--- config.mk ---
export PLATFORM = sky130hd
export DESIGN_NAME = uart_tx_mmio
export DESIGN_NICKNAME = d
export VERILOG_FILES = /design/src/rtl/uart_tx_mmio.sv
export SDC_FILE = /design/constraint.sdc
export NUM_CORES = 1
export LEC_CHECK = 0
export ABC_AREA = 1
export BUFFER_PORTS_ARGS = -buffer_cell sky130_fd_sc_hd__buf_2
export CAP_MARGIN = 20
export CORE_MARGIN = 3
export CORE_UTILIZATION = 25
export DETAILED_ROUTE_END_ITERATION = 6
export GPL_TIMING_DRIVEN = 0
export PLACE_DENSITY = 0.44
export SETUP_SLACK_MARGIN = 0.15
export SYNTH_ARGS = -nofsm -noshare
export SYNTH_HDL_FRONTEND = slang
export SYNTH_SLANG_ARGS = --single-unit
--- constraint.sdc ---
create_clock -name clk -period 2.31 [get_ports clk]
set_input_delay 0.462 -clock clk [delete_from_list [all_inputs] [get_ports clk]]
set_output_delay 0.462 -clock clk [all_outputs]
set_load 0.02 [all_outputs]
--- src/rtl/uart_tx_mmio.sv ---
// uart_tx_mmio: memory-mapped UART transmitter for the data-memory bus.
// A store to TX_ADDR queues a byte into a small FIFO. The transmit FSM
// drains the FIFO and serialises each byte LSB first, starting with a low
// start bit and ending with a high stop bit. A load from STAT_ADDR returns
// {count, overflow, tx_full, busy}. A store to STAT_ADDR clears the sticky
// overflow flag.
// Optional feature: define UART_TX_PARITY_EN to insert an even-parity bit
// between the data and stop bits (8E1). When it is left undefined the frame
// is 8N1.
module uart_tx_mmio #(
    parameter int unsigned CLKS_PER_BIT = 434,
    parameter int unsigned FIFO_DEPTH   = 16,
    parameter logic [31:0] TX_ADDR      = 32'h1000_0000,
    parameter logic [31:0] STAT_ADDR    = 32'h1000_0004
) (
    input  logic        clk,
    input  logic        reset,
    input  logic [31:0] addr,
    input  logic        mem_write,
    input  logic        mem_read,
    input  logic [3:0]  byte_enable,
    input  logic [31:0] write_data,
    output logic [31:0] read_data,
    output logic        tx_full,
    output logic        TXD
);

    localparam int unsigned PTR_W  = (FIFO_DEPTH > 1) ? $clog2(FIFO_DEPTH) : 1;
    localparam int unsigned CNT_W  = PTR_W + 1;
    localparam int unsigned BAUD_W = (CLKS_PER_BIT > 1) ? $clog2(CLKS_PER_BIT) : 1;

    localparam logic [CNT_W-1:0]  DEPTH_C   = CNT_W'(FIFO_DEPTH);
    localparam logic [BAUD_W-1:0] BAUD_LAST = BAUD_W'(CLKS_PER_BIT - 1);

    localparam logic [2:0] S_IDLE   = 3'd0;
    localparam logic [2:0] S_START  = 3'd1;
    localparam logic [2:0] S_DATA   = 3'd2;
    localparam logic [2:0] S_STOP   = 3'd4;
`ifdef UART_TX_PARITY_EN
    localparam logic [2:0] S_PARITY = 3'd3;
`endif

    // Transmit FSM state
    logic [2:0]        state_q, state_d;
    logic [BAUD_W-1:0] baud_q,  baud_d;
    logic [2:0]        bit_q,   bit_d;
    logic [7:0]        shift_q, shift_d;
    logic              txd_q,   txd_d;
`ifdef UART_TX_PARITY_EN
    logic              par_q,   par_d;
`endif

    // FIFO state
    logic [7:0]        fifo_mem [FIFO_DEPTH];
    logic [PTR_W-1:0]  wr_ptr_q, wr_ptr_d;
    logic [PTR_W-1:0]  rd_ptr_q, rd_ptr_d;
    logic [CNT_W-1:0]  count_q,  count_d;

    // Bus-visible state
    logic              ovf_q,   ovf_d;
    logic [31:0]       rdata_q, rdata_d;

    // Decoded bus strobes and helpers
    logic              push_req;
    logic              push_ok;
    logic              pop;
    logic              stat_wr;
    logic              stat_rd;
    logic              empty;
    logic              full;
    logic              busy;
    logic              baud_wrap;
    logic [7:0]        head;
    logic [4:0]        cnt_stat;
    logic [31:0]       status;

    // Upper store lanes are not used by this peripheral.
    logic              unused_bits;
    assign unused_bits = ^{byte_enable[3:1], write_data[31:8]};

    assign push_req  = mem_write && (addr == TX_ADDR) && byte_enable[0];
    assign stat_wr   = mem_write && (addr == STAT_ADDR);
    assign stat_rd   = mem_read  && (addr == STAT_ADDR);
    assign empty     = (count_q == '0);
    assign full      = (count_q == DEPTH_C);
    // A full FIFO still takes a byte when the transmitter frees a slot on the same edge.
    assign push_ok   = push_req && (!full || pop);
    assign busy      = (state_q != S_IDLE) || !empty;
    assign baud_wrap = (baud_q == BAUD_LAST);
    assign head      = fifo_mem[rd_ptr_q];
    assign cnt_stat  = 5'(count_q);
    assign status    = {24'b0, cnt_stat, ovf_q, full, busy};

    assign tx_full   = full;
    assign TXD       = txd_q;
    assign read_data = rdata_q;

    // Next-state logic of the transmit FSM, including the FIFO pop decision
    always_comb begin
        state_d = state_q;
        baud_d  = baud_q;
        bit_d   = bit_q;
        shift_d = shift_q;
        pop     = 1'b0;
`ifdef UART_TX_PARITY_EN
        par_d   = par_q;
`endif
        case (state_q)
            S_IDLE: begin
                if (!empty) begin
                    pop     = 1'b1;
                    shift_d = head;
`ifdef UART_TX_PARITY_EN
                    par_d   = ^head;
`endif
                    baud_d  = '0;
                    bit_d   = '0;
                    state_d = S_START;
                end
            end
            S_START: begin
                if (baud_wrap) begin
                    baud_d  = '0;
                    bit_d   = '0;
                    state_d = S_DATA;
                end else begin
                    baud_d  = baud_q + BAUD_W'(1);
                end
            end
            S_DATA: begin
                if (baud_wrap) begin
                    baud_d  = '0;
                    shift_d = {1'b0, shift_q[7:1]};
                    if (bit_q == 3'd7) begin
`ifdef UART_TX_PARITY_EN
                        state_d = S_PARITY;
`else
                        state_d = S_STOP;
`endif
                    end else begin
                        bit_d = bit_q + 3'd1;
                    end
                end else begin
                    baud_d  = baud_q + BAUD_W'(1);
                end
            end
`ifdef UART_TX_PARITY_EN
            S_PARITY: begin
                if (baud_wrap) begin
                    baud_d  = '0;
                    state_d = S_STOP;
                end else begin
                    baud_d  = baud_q + BAUD_W'(1);
                end
            end
`endif
            S_STOP: begin
                if (baud_wrap) begin
                    baud_d = '0;
                    bit_d  = '0;
                    // Chain straight into the next start bit so queued frames have no gap.
                    if (!empty) begin
                        pop     = 1'b1;
                        shift_d = head;
`ifdef UART_TX_PARITY_EN
                        par_d   = ^head;
`endif
                        state_d = S_START;
                    end else begin
                        state_d = S_IDLE;
                    end
                end else begin
                    baud_d = baud_q + BAUD_W'(1);
                end
            end
            default: begin
                state_d = S_IDLE;
                baud_d  = '0;
                bit_d   = '0;
            end
        endcase
    end

    // Line level for the next cycle, derived from the next state so TXD is glitch-free
    always_comb begin
        txd_d = 1'b1;
        case (state_d)
            S_START:  txd_d = 1'b0;
            S_DATA:   txd_d = shift_d[0];
`ifdef UART_TX_PARITY_EN
            S_PARITY: txd_d = par_d;
`endif
            default:  txd_d = 1'b1;
        endcase
    end

    // FIFO pointer/count update, overflow flag and registered load data
    always_comb begin
        wr_ptr_d = wr_ptr_q;
        rd_ptr_d = rd_ptr_q;
        count_d  = count_q;
        ovf_d    = ovf_q;
        if (push_ok) begin
            wr_ptr_d = wr_ptr_q + PTR_W'(1);
        end
        if (pop) begin
            rd_ptr_d = rd_ptr_q + PTR_W'(1);
        end
        case ({push_ok, pop})
            2'b10:   count_d = count_q + CNT_W'(1);
            2'b01:   count_d = count_q - CNT_W'(1);
            default: count_d = count_q;
        endcase
        // A drop on the same edge as a clear leaves the flag set.
        if (stat_wr) begin
            ovf_d = 1'b0;
        end
        if (push_req && !push_ok) begin
            ovf_d = 1'b1;
        end
        rdata_d = stat_rd ? status : 32'h0;
    end

    // Control registers; async reset abandons any frame and forces the line high
    always_ff @(posedge clk or negedge reset) begin
        if (!reset) begin
            state_q  <= S_IDLE;
            baud_q   <= '0;
            bit_q    <= '0;
            txd_q    <= 1'b1;
            wr_ptr_q <= '0;
            rd_ptr_q <= '0;
            count_q  <= '0;
            ovf_q    <= 1'b0;
            rdata_q  <= '0;
        end else begin
            state_q  <= state_d;
            baud_q   <= baud_d;
            bit_q    <= bit_d;
            txd_q    <= txd_d;
            wr_ptr_q <= wr_ptr_d;
            rd_ptr_q <= rd_ptr_d;
            count_q  <= count_d;
            ovf_q    <= ovf_d;
            rdata_q  <= rdata_d;
        end
    end

    // Datapath registers: shift register, parity bit and FIFO storage need no reset
    always_ff @(posedge clk) begin
        shift_q <= shift_d;
`ifdef UART_TX_PARITY_EN
        par_q   <= par_d;
`endif
        if (push_ok) begin
            fifo_mem[wr_ptr_q] <= write_data[7:0];
        end
    end

endmodule

# == Yosys cells after proc, flatten, opt, wreduce, memory -nomap -nowiden ==
# Memories as Yosys holds them, arrays and structs flattened.
# Cells that the tools add are included.
# classes
n_mux,29
n_addsub,6
reduce_logical,21
n_eq_ne,17
# op_table
operator,count
32-bit by 29-bit == test with 1-bit output (second input constant),2
8-bit 2-to-1 mux,4
3-bit 2-to-1 mux,9
8-bit one-hot mux with 3 select lines,1
9-bit 2-to-1 mux,2
9-bit one-hot mux with 2 select lines,1
3-bit one-hot mux with 4 select lines,1
5-bit one-hot mux with 2 select lines,1
9-bit by 1-bit adder with 9-bit output (second input constant),1
9-bit == test (second input constant),1
3-bit one-hot mux with 3 select lines,1
4-bit by 1-bit adder with 4-bit output (second input constant),2
2-bit != test (second input constant),4
1-bit 2-to-1 mux,7
3-bit by 1-bit == test with 1-bit output (second input constant),2
3-bit by 2-bit == test with 1-bit output (second input constant),2
3-bit == test (second input constant),2
1-bit logical AND,6
3-bit nonzero test,2
5-bit by 1-bit adder with 5-bit output (second input constant),1
5-bit == test (second input constant),1
5-bit logical NOT,1
5-bit by 1-bit subtractor with 5-bit output (second input constant),1
1-bit one-hot mux with 2 select lines,2
12 further kinds,16
# totals
wordCells,85
n_memories,1
reg_bits,46
mem_bits_rw,128
inputBits,72
output_inout_bits,34
# memory_table
name,depth,width,rd,rd_clocked_by_memory_dff,write_ports,line_no,source
fifo_mem,16,8,1,0,1,54,logic [7:0] fifo_mem [FIFO_DEPTH];

# == Longest topological paths before layout ==
# depth
word_depth,9
ltp_mapped,18
depth_no_buf,18

# == Worst setup path after synthesis ==
# Ideal clock, no wire load.
# synth_path
path_type,flip-flop to flip-flop
start,register baud_q[1]
end,register count_q[4] (netlist: cnt_stat[4])
stages_incl_launch_ff,19
setup_slack_ns,-0.072
synth_period_minus_slack_ns,2.382
arrival_time_ns,2.265
path_buffers,0
path_cell_list,dfrtp_1 > inv_1 > ha_1 > nand2_1 > nor2_1 > nand2_2 > nand2_4 > nand3_4 > inv_2 > nand2_4 > inv_1 > ha_1 > nand2_1 > nor2_1 > a211oi_1 > nand3b_1 > nand3_1 > nand2_1 > nand2_1
# synth_via
elab_chain_cells,7
elab_cells_between_ends,9
cone_classes,3 x eq/ne; 3 x mux; 3 x reduce/logical
# synth_rtl
item,line_no,source
"start, declared",45,"logic [BAUD_W-1:0] baud_q, baud_d;"
"start signal, assigned",238,baud_q <= baud_d;
9-bit == test (*),89,assign baud_wrap = (baud_q == BAUD_LAST);
1-bit 2-to-1 mux (*),158,if (baud_wrap) begin
1-bit one-hot mux with 2 select lines (*),108,case (state_q)
1-bit logical OR,87,assign push_ok = push_req && (!full || pop);
1-bit logical AND,87,
2-bit by 1-bit == test with 1-bit output / 2-bit == test (equally long branches),209,"case ({push_ok, pop})"
5-bit one-hot mux with 2 select lines / 2-bit nonzero test (equally long branches),-,
"end signal, assigned",243,count_q <= count_d;
"end, declared",57,"logic [CNT_W-1:0] count_q, count_d;"
# Every way passes the cells marked *; elsewhere a longest branch is shown, timed or not.
# A chain may end at the register's enable or synchronous reset.

# == Worst setup path in the final report ==
# Same ends and word-level chain as after synthesis.

==> run summary <==
• 0.03352 mm^2 — Die ar.
• 2.559% — grt met3 use
• 21.67% — met2 track demand over resource in global routing
• 359 — violation count after the first detailed-routing iteration
• 3 — highest net fanout along the worst path
• nor2_1 (139), edfxtp_1 (135), nand2_1 (98) — top library cells by usage in the layout, fill and taps aside
• 106 — io pins
• 648.8 mW/mm^2 — power density over the cells
• clkbuf_16 — Clk Tree Root Cell
• 64 — Rows
• 5,545 — vias in the first global route
• 64.11% — proportion of synthesized chip area in sequential cells
• 10.48 um^2 — post-synthesis average cell area
• 13.06% — Tot GR Track Use
• 98.43% — share of the clock period used by the worst path
• 183.1 um — chip height
• 23.02% — share of layout cells above drive strength 1
• 0.8798 ns — transition time of the tightest slew-check pin
• 748 — number of instances in the synthesized netlist
• met2 — most crowded layer after global routing
• 21,460 um — Routed WL
• 0 — Congestion Overflow GR
• 4 — first-pass detailed-route iteration total
• 0 — number of endpoints with negative hold slack in the final report
• 17.49% — met1 track demand over resource in global routing
• 25.50% — initial standard-cell utilization of the core
• built — clock tree from TritonCTS
• 41.34% — worst slew slack as a fraction of its limit
• 32.19% — fraction of the core area covered by cells at the end of the flow
• 0 — number of pins with negative max-slew slack in the final report
• 2.274 ns — final period demand of the worst path
• 3,239 — number of filler instances in the final layout
• true — setup repair after global routing missed its margin
• 4.450 — Vias per Instance
• 39 — maximum number of pins on one net before global-route repair
• 26.25% — area growth from synthesis to final layout
• flip-flop — element type at the critical path start
• 17 — Inserted Clock Buffers
• 0 — endpoints failing setup
• 0 — antenna diode count
• 54 — number of port buffers
• 0.8401 — final weighted congestion in routability-driven placement
• 36 — count of distinct cell types in the synthesized netlist
• 174 — clk sink count
• 2.60 ns — signal arrival time at the worst endpoint
• 183.1 um — die width
• nor2_1 — most common cell after layout, fill and taps aside
• 0.44 ns — Worst-Skew Late Latency
• 0 — max-capacitance violation count
• input pin to async pin — type of the worst min-delay path
• 634.4 uV — highest ir drop seen on vdd
• 0.07 ns — clk slew on worst S/H paths
• 439.8 MHz — timing-limited maximum frequency
• 0.03633 ns — setup ws final
• 955 — net count of the finished layout
• 0 — count of antenna-violating nets left after detailed routing
• 5,687 — routed vias
• finished clean — result of the run
• 0 ns — setup_tns
• 0.01393 ns — Clock Skew
• 16.79 um — DR WL/cell
• 0.03075 mm^2 — core footprint
• flip-flop to flip-flop — CP Class
• 174 — total of flip-flops plus latches after synthesis
• 0 — DRC violation count after routing
• 14,500 um — HPWL after DPL
• 0 — Synthesis Warnings
• 0.007840 mm^2 — cell area after synthesis
• 0 — antenna violations before repair
• flip-flop — Critical Path End Type
• 32,840 um — first-pass GRT wire length
• 2.64 ns — Worst EP required
• 2 — Longest Clk Path Bufs
• 3.840 nW — static leakage power
• 4 — H-tree depth
• -0.5922 ns — Placement Setup Slack
==> cell usage after synthesis <==
master	number	area share, %
a211oi_1	2	0.19
a21oi_1	11	0.70
a21oi_4	1	0.21
a22oi_1	1	0.096
and3_2	1	0.096
buf_1	3	0.14
buf_2	9	0.57
buf_4	24	2.3
buf_6	1	0.14
clkbuf_1	12	0.57
clkinv_1	3	0.14
conb_1	1	0.048
dfrtp_1	37	12
dfstp_2	1	0.34
dfxtp_1	1	0.26
edfxtp_1	135	52
fa_1	1	0.26
ha_1	12	1.9
inv_1	47	2.3
inv_2	2	0.096
nand2_1	103	4.9
nand2_2	3	0.24
nand2_4	3	0.43
nand3_1	41	2.6
nand3_4	1	0.22
nand3b_1	2	0.19
nand4_1	7	0.56
nor2_1	160	7.7
nor3_1	8	0.51
o211ai_1	25	2.4
o21ai_0	75	4.8
o221ai_1	4	0.45
o22ai_1	1	0.080
or2_2	1	0.080
xnor2_1	1	0.11
xor2_1	8	0.89
==> repair_timing <==
item	4_1_cts	5_1_grt
pin swaps	16	20
gates resized for setup	49	35
hold buffers	0	0
setup buffers	20	6
setup endpoints to repair	138	145
hold endpoints to repair	0	0
==> critical path, stage by stage (launching register included) <==
cell and delay (ns):
dfrtp_1 0.38, inv_1 0.06, ha_2 0.16, nand2_2 0.06, nor2_4 0.12, nand2_4 0.08, nand2_4 0.07, nand3_4 0.10
clkinv_4 0.10, nand2_8 0.06, inv_8 0.06, ha_4 0.20, nand2_2 0.06, nor2_1 0.04, a211oi_2 0.24, nand3b_1 0.17
nand3_1 0.08, nand2_1 0.06, nand2_1 0.05
==> state kept, by name (all words and copies together) (netlist names) <==
signal	flops
shift_q	8
read_data	8
state_q	3
cnt_stat	5
wr_ptr_q	4
bit_q	3
rd_ptr_q	4
TXD	1
fifo_mem	128
ovf_q	1
baud_q	9
==> path summary, 6_finish.rpt <==
kind	to	from	cells past startpoint	slack, ns
max in group asynchronous	rd_ptr_q[0]$_DFFE_PN0P_	reset	1	1.56
worst max-delay path	cnt_stat[4]$_DFFE_PN0P_	baud_q[1]$_DFFE_PN0N_	18	0.04
worst min register to register	bit_q[1]$_DFFE_PN0P_	bit_q[1]$_DFFE_PN0P_	2	0.49
worst max register to register	cnt_stat[4]$_DFFE_PN0P_	baud_q[1]$_DFFE_PN0N_	18	0.04
worst min-delay path	read_data[4]$_DFF_PN0_	reset	1	0.14
min in group clk	ovf_q$_DFFE_PN0P_	mem_write	4	0.34
==> power breakdown <==
part	switching (W)	total (W)	internal [W]
combinational	0.000110	0.000168	0.0000580
sequential	0.00000000000188	0.00337	0.00337
clock	0.00136	0.00288	0.00152
==> area by class of cell <==
cell class,count,area (um^2),share of cell area (%)
timing repair buffer,80,593.1,5.992
clock buffer,17,425.4,4.298
inverter,52,207.7,2.098
multi-input combinational,496,2671,26.99
clock inverter,14,146.4,1.479
sequential,174,5027,50.79
tap,396,495.5,5.006
buffer,49,331.6,3.350
==> metrics by stage <==
stage	std cells	hold WS, ns	total power, W	area, um^2
after floorplan	771	0.1664	0.003515	7991
final	1278	0.1444	0.006422	9898
after global routing	1278	0.2144	0.006604	9898
after detailed placement	1221	0.4768	0.003610	8757
after CTS	1272	0.1624	0.006493	9779
after global placement	1221	0.4710	0.003608	8757
==> kinds of logic after synthesis <==
family / synth area share (%)
adder cells (fa/ha/maj): 2.170
AO/OA/AOI/OAI: 8.905
flip-flops: 64.11
buffers and inverters: 6.224
other: 0.04783
AND/OR/NAND/NOR: 17.54
XOR/XNOR: 1.005
==> layer usage <==
layer	up-vias	part of all wire [%]
met1	2796	46
met2	120	49
met5	-	0
li1	2757	-
met4	0	1.0
met3	14	4.7
Note: power is estimated with default switching activity, not from simulation.
